<file path="src/rtl/fetch_pkg.sv">
// Shared types for the fetch stage sequencer.
// Holds the fetch word type, the action/redirect-source enums, the F2D bundle
// layout and the fetch_ctrl state encoding.
`ifndef SUPER
`define SUPER 2
`endif

package fetch_pkg;

  localparam int XLEN        = 32;
  localparam int F2D_EPOCH_W = 2;

  typedef logic [XLEN-1:0] word;

  typedef enum logic [1:0] {
    Stall    = 2'd0,
    Dequeue  = 2'd1,
    Redirect = 2'd2
  } FetchAction;

  // Numeric order is the priority order: a larger value always wins.
  typedef enum logic [1:0] {
    NONE   = 2'd0,
    DEC    = 2'd1,
    EXEC   = 2'd2,
    COMMIT = 2'd3
  } RedirSrc;

  // Bundle held in the fetch-to-decode register.
  typedef struct packed {
    logic                   valid;
    logic [F2D_EPOCH_W-1:0] epoch;
    word                    pc;
    logic [`SUPER-1:0]      slot_valid;
  } F2D;

  typedef enum logic [1:0] {
    RUN  = 2'd0,
    MISS = 2'd1,
    HOLD = 2'd2
  } fc_state_t;

endpackage

</file>
<file path="src/rtl/fetch_ctrl_redir_pick.sv">
// redir_pick: combinational priority select of the redirect that fetch must act on.
// Ports: three redirect sources (commit/exec/dec valid+pc), the pending redirect
// (valid/src/pc); outputs the effective redirect as valid/src/pc.
module redir_pick
  import fetch_pkg::*;
(
  input  logic    commit_valid,
  input  word     commit_pc,
  input  logic    exec_valid,
  input  word     exec_pc,
  input  logic    dec_valid,
  input  word     dec_pc,
  input  logic    pend_valid,
  input  RedirSrc pend_src,
  input  word     pend_pc,
  output logic    valid,
  output RedirSrc src,
  output word     pc
);

  RedirSrc in_src;
  word     in_pc;

  always_comb begin
    in_src = NONE;
    in_pc  = '0;
    if (commit_valid) begin
      in_src = COMMIT;
      in_pc  = commit_pc;
    end else if (exec_valid) begin
      in_src = EXEC;
      in_pc  = exec_pc;
    end else if (dec_valid) begin
      in_src = DEC;
      in_pc  = dec_pc;
    end

    // Pending only beats a strictly lower-priority arrival; on a tie the newer
    // request is the one that reflects the latest machine state.
    if (pend_valid && (pend_src > in_src)) begin
      src = pend_src;
      pc  = pend_pc;
    end else begin
      src = in_src;
      pc  = in_pc;
    end
    valid = (src != NONE);
  end

endmodule

</file>
<file path="src/rtl/fetch_ctrl.sv">
// fetch_ctrl: per-cycle fetch sequencer (Stall/Dequeue/Redirect), epoch and F2D kill.
// Ports: clk/rst, I$ ready/valid, decode ready, commit/exec/dec redirects in;
// action, redirect_pc, f2d_kill, epoch and miss/redirect performance counters out.
module fetch_ctrl
  import fetch_pkg::*;
#(
  parameter int SUPER   = `SUPER,
  parameter int EPOCH_W = 2,
  parameter int CNT_W   = 32
) (
  input  logic               clk,
  input  logic               rst,
  input  logic               icache_req_ready,
  input  logic [SUPER-1:0]   icache_valid,
  input  logic               dec_ready,
  input  logic               commit_redir_valid,
  input  word                commit_redir_pc,
  input  logic               exec_redir_valid,
  input  word                exec_redir_pc,
  input  logic               dec_redir_valid,
  input  word                dec_redir_pc,
  output FetchAction         action,
  output word                redirect_pc,
  output logic               f2d_kill,
  output logic [EPOCH_W-1:0] epoch,
  output logic [CNT_W-1:0]   miss_cycles,
  output logic [CNT_W-1:0]   redirect_count
);

  fc_state_t state;
  logic      pend_valid;
  RedirSrc   pend_src;
  word       pend_pc;
  logic      pend_live;

  logic      eff_valid;
  RedirSrc   eff_src;
  word       eff_pc;

  // Only slot 0 decides whether a bundle has arrived; the other slots are
  // consumed downstream.
  logic      unused_slots;
  assign unused_slots = ^icache_valid;

  // A pending redirect only exists in HOLD; gating by state keeps the two from
  // ever disagreeing.
  assign pend_live = pend_valid && (state == HOLD);

  redir_pick u_pick (
    .commit_valid (commit_redir_valid),
    .commit_pc    (commit_redir_pc),
    .exec_valid   (exec_redir_valid),
    .exec_pc      (exec_redir_pc),
    .dec_valid    (dec_redir_valid),
    .dec_pc       (dec_redir_pc),
    .pend_valid   (pend_live),
    .pend_src     (pend_src),
    .pend_pc      (pend_pc),
    .valid        (eff_valid),
    .src          (eff_src),
    .pc           (eff_pc)
  );

  always_comb begin
    action      = Stall;
    redirect_pc = '0;
    f2d_kill    = 1'b0;
    if (rst) begin
      f2d_kill = 1'b1;
    end else if (eff_valid) begin
      // The bundle in F2D is wrong-path as soon as any redirect is known,
      // even if the I$ cannot take the new address yet.
      f2d_kill = 1'b1;
      if (icache_req_ready) begin
        action      = Redirect;
        redirect_pc = eff_pc;
      end
    end else if (icache_valid[0] && dec_ready && icache_req_ready) begin
      action = Dequeue;
    end
  end

  always_ff @(posedge clk) begin
    if (rst) begin
      state          <= RUN;
      pend_valid     <= 1'b0;
      pend_src       <= NONE;
      pend_pc        <= '0;
      epoch          <= '0;
      miss_cycles    <= '0;
      redirect_count <= '0;
    end else if (eff_valid) begin
      if (icache_req_ready) begin
        state      <= RUN;
        pend_valid <= 1'b0;
        pend_src   <= NONE;
        pend_pc    <= '0;
        epoch      <= epoch + 1'b1;
        if (redirect_count != '1) redirect_count <= redirect_count + 1'b1;
      end else begin
        state      <= HOLD;
        pend_valid <= 1'b1;
        pend_src   <= eff_src;
        pend_pc    <= eff_pc;
      end
    end else if (!icache_valid[0]) begin
      state <= MISS;
      if (miss_cycles != '1) miss_cycles <= miss_cycles + 1'b1;
    end else begin
      state <= RUN;
    end
  end

endmodule

</file>
<file path="config.mk">
export PLATFORM = sky130hd
export DESIGN_NAME = fetch_ctrl
export DESIGN_NICKNAME = d
export VERILOG_FILES = /design/src/rtl/fetch_pkg.sv /design/src/rtl/fetch_ctrl_redir_pick.sv /design/src/rtl/fetch_ctrl.sv
export SDC_FILE = /design/constraint.sdc
export NUM_CORES = 1
export LEC_CHECK = 0
export CAP_MARGIN = 5
export CORE_MARGIN = 1.5
export CORE_UTILIZATION = 45
export CTS_CLUSTER_DIAMETER = 60
export DETAILED_ROUTE_END_ITERATION = 10
export PLACE_DENSITY = 0.77
export SYNTH_ARGS = -nofsm -noshare
export SYNTH_HDL_FRONTEND = slang
export SYNTH_HIERARCHICAL = 1
export SYNTH_SLANG_ARGS = --single-unit
</file>
<file path="constraint.sdc">
create_clock -name clk -period 4.14 [get_ports clk]
set_input_delay 0.621 -clock clk [delete_from_list [all_inputs] [get_ports clk]]
set_output_delay 0.621 -clock clk [all_outputs]
set_load 0.01 [all_outputs]
</file>
==> impl_metrics.yaml <==
yosys:
  synth.distinct_cells: 58
  synth_edf_count: 0
  ys_ff_latch: 103
  avgSynthCellArea_um2: 8.711
  synth_nets: 822
  syn-instance-count: 713
  ys.warnings.count: 6
  synth-main-ff-cell: "dfxtp_1"
  syn_area_um2: 6211
  synth_most_common_cell: "dfxtp_1"
  async_reset_ff_frac: 0
  synth_top_cell_by_area: "dfxtp_1"
  synth-seq-area-share: 0.3320
  synth_top_area_frac: 0.3320
  synth_area_leaders: "dfxtp_1, mux2_2, xnor2_1"
  ys_top_cells_by_count: "dfxtp_1, a21oi_1, nor2_1, xnor2_1, and2_1"
route:
  drc_errors: 0
  drt_iter0_markers: 405
  via_count: 5940
  dr.pass1.iters: 5
  wl_per_cell_um: 16.85
  postRouteWirelength_um: 17940
  via_per_inst: 5.577
  ant_nets: 0
critical_path:
  path_max_fanout: 33
  critPathKind: "input port to primary output"
  ff2ff_path_depth: 10
  r2r_end: "miss_cycles[8]"
  cp-end-kind: "primary output"
  worstPathArrival_ns: 3.25
  critPathRequiredTime_ns: 3.52
  regToRegSetupSlack_ns: 1.08
  crit_start: "dec_redir_valid"
  r2r-start: "pend_src[1]"
  cp-start-kind: "input port"
  cp-endpoint: "redirect_pc[3]"
floorplanning:
  die_width_um: 120.5
  start_util: 0.4653
  dieArea_um2: 14520
  die_y_um: 120.5
  num_rows: 42
  core_um2: 13350
  ios: 206
place:
  dp.cells: 1050
  dpl-instance-area_um2: 8308
  place_ws_ns: 0.2609
  dp_hpwl_um: 12910
  gp_congestion: 0.8514
  port_buffers: 204
final_layout:
  nets: 994
  instances_no_fill: 1065
  syn2layout_area_growth_pct: 38.54
  drive_gt1_frac: 0.1057
  antenna_cells: 0
  fin_area_um2: 8605
  final_util: 0.6446
clock_tree:
  clock_latency_ns: 0.35
  clkTransAtPathRegs_ns: 0.06
  cts-buffers-inserted: 9
  htreeDepth: 3
  postCtsSetupRepairBufs: 0
  cts_tree: "built"
  clock_path_buffers: 2
  numClockSinks: 103
  ctsResizeCount: 0
  root_buffer: "clkbuf_16"
  ctsHoldBuffers: 0
global_routing:
  antenna_found_initial: 0
  grtUsageTotal: 0.2459
  grt_pass1_wl_um: 28930
  grt_pass1_vias: 5847
  gr-total-overflow: 0
  grt_max_degree: 74
sta:
  tightest_slew_ns: 1.110
  fin_crit_ns: 3.874
  fin_tns_setup_ns: 0
  relSlewSlack: 0.2568
  final-setup-viol-count: 0
  slew_viol_final: 0
  finClkSkew_ns: 0.009907
  rsz0062_at_grt: "false"
  hold_viol_final: 0
  period_share: 0.9358
  fin_ws_ns: 0.2659
  clock.fmax_mhz: 258.1
run:
  drv_cap: 0
min_path:
  worstHoldPathType: "register to register"
outcome:
  status: "complete, no violations"
power:
  vdd_drop_max_uv: 167.4
  p_leak_nw: 2.965
  pwr_density_cell_nw_per_um2: 261.9
## area by class of cell
cell class / instances / area (µm²)
clock buffer: 10 / 239.0
clock inverter: 5 / 57.56
fill: 1130 / 4743
inverter: 12 / 45.04
multi-input combinational: 544 / 3859
sequential: 103 / 2062
tap: 176 / 220.2
timing repair buffer: 215 / 2122
## how the worst min path moves through the flow
stage                             to  slack (ns)  depth (start not counted)       start
after floorplan           pend_valid        0.42                          1  pend_valid
after global placement    pend_valid        0.43                          1  pend_valid
after detailed placement  pend_valid        0.44                          1  pend_valid
after CTS                 pend_valid        0.46                          1  pend_valid
after global routing      pend_valid        0.47                          1  pend_valid
final                     pend_valid        0.46                          1  pend_valid
## kinds of logic (layout without fill, tap and decap cells)
logic type | Yosys count | count (layout) | share of synthesized area
simple gates | 297 | 297 | 0.2969
compound gates | 151 | 151 | 0.1690
mux | 42 | 42 | 0.07514
fa+ha+maj | 4 | 4 | 0.008058
buf+inv | 66 | 242 | 0.04835
flops | 103 | 103 | 0.3320
xor+xnor | 50 | 50 | 0.07051
## flip-flops by register name (all words and copies together) (netlist names)
signal	flops
pend_src	2
miss_cycles	32
epoch	2
redirect_count	32
state	2
pend_valid	1
pend_pc	32
## placed cells by master, fill, tap and decap left out, drive strengths merged, types with 2 or more instances in the layout
master / netlist / final
o21ai: 4 / 4
nor3: 6 / 6
clkinv: 0 / 3
a22o: 34 / 34
or4: 3 / 3
nor2: 71 / 71
and2: 38 / 38
and3: 5 / 5
a2111oi: 5 / 5
mux2i: 5 / 5
or4b: 2 / 2
ha: 4 / 4
inv: 12 / 13
xor2: 5 / 5
or3: 3 / 3
a21oi: 74 / 74
nand3b: 33 / 33
nor4b: 6 / 6
a211oi: 19 / 19
a31oi: 5 / 5
nor2b: 37 / 37
nand4: 16 / 16
a31o: 2 / 2
buf: 23 / 14
mux2: 37 / 37
nand2b: 3 / 3
o31ai: 2 / 2
or2: 4 / 4
clkbuf: 31 / 10
o211ai: 3 / 3
and4: 14 / 14
nand2: 23 / 23
a21o: 2 / 2
nand3: 19 / 19
clkdlybuf4s50: 0 / 201
dfxtp: 103 / 103
xnor2: 45 / 45
nor4: 11 / 11
## through the flow
step | hold slack (ns) | total power, mW
after floorplan | 0.4192 | 1.224
after global placement | 0.4254 | 1.399
after detailed placement | 0.4420 | 1.407
after CTS | 0.4579 | 2.275
after global routing | 0.4735 | 2.345
final | 0.4552 | 2.253
## routing by layer
layer | GRT usage | routed length [µm] | vias up
met5 | 0 | 0 | -
li1 | - | - | 2905
met4 | 0.08015 | 343 | 0
met3 | 0.05708 | 1161 | 30
met2 | 0.4219 | 8504 | 195
met1 | 0.3037 | 7932 | 2810
## power breakdown
group / switching (mW) / internal, mW / leakage [nW]
sequential: 0.0155 / 1.01 / 0.836
clock: 0.384 / 0.483 / 0.149
combinational: 0.147 / 0.208 / 1.98
## critical path, stage by stage
cell             delay (ns)
clkdlybuf4s50_1        0.47
a21o_1                 0.19
ha_1                   0.27
nand2_1                0.08
o211ai_4               0.11
mux2i_1                0.29
nand2_1                0.17
nor2_2                 0.16
buf_12                 0.19
and2_1                 0.14
clkdlybuf4s50_1        0.56
Power figures use the tool's default switching activity.
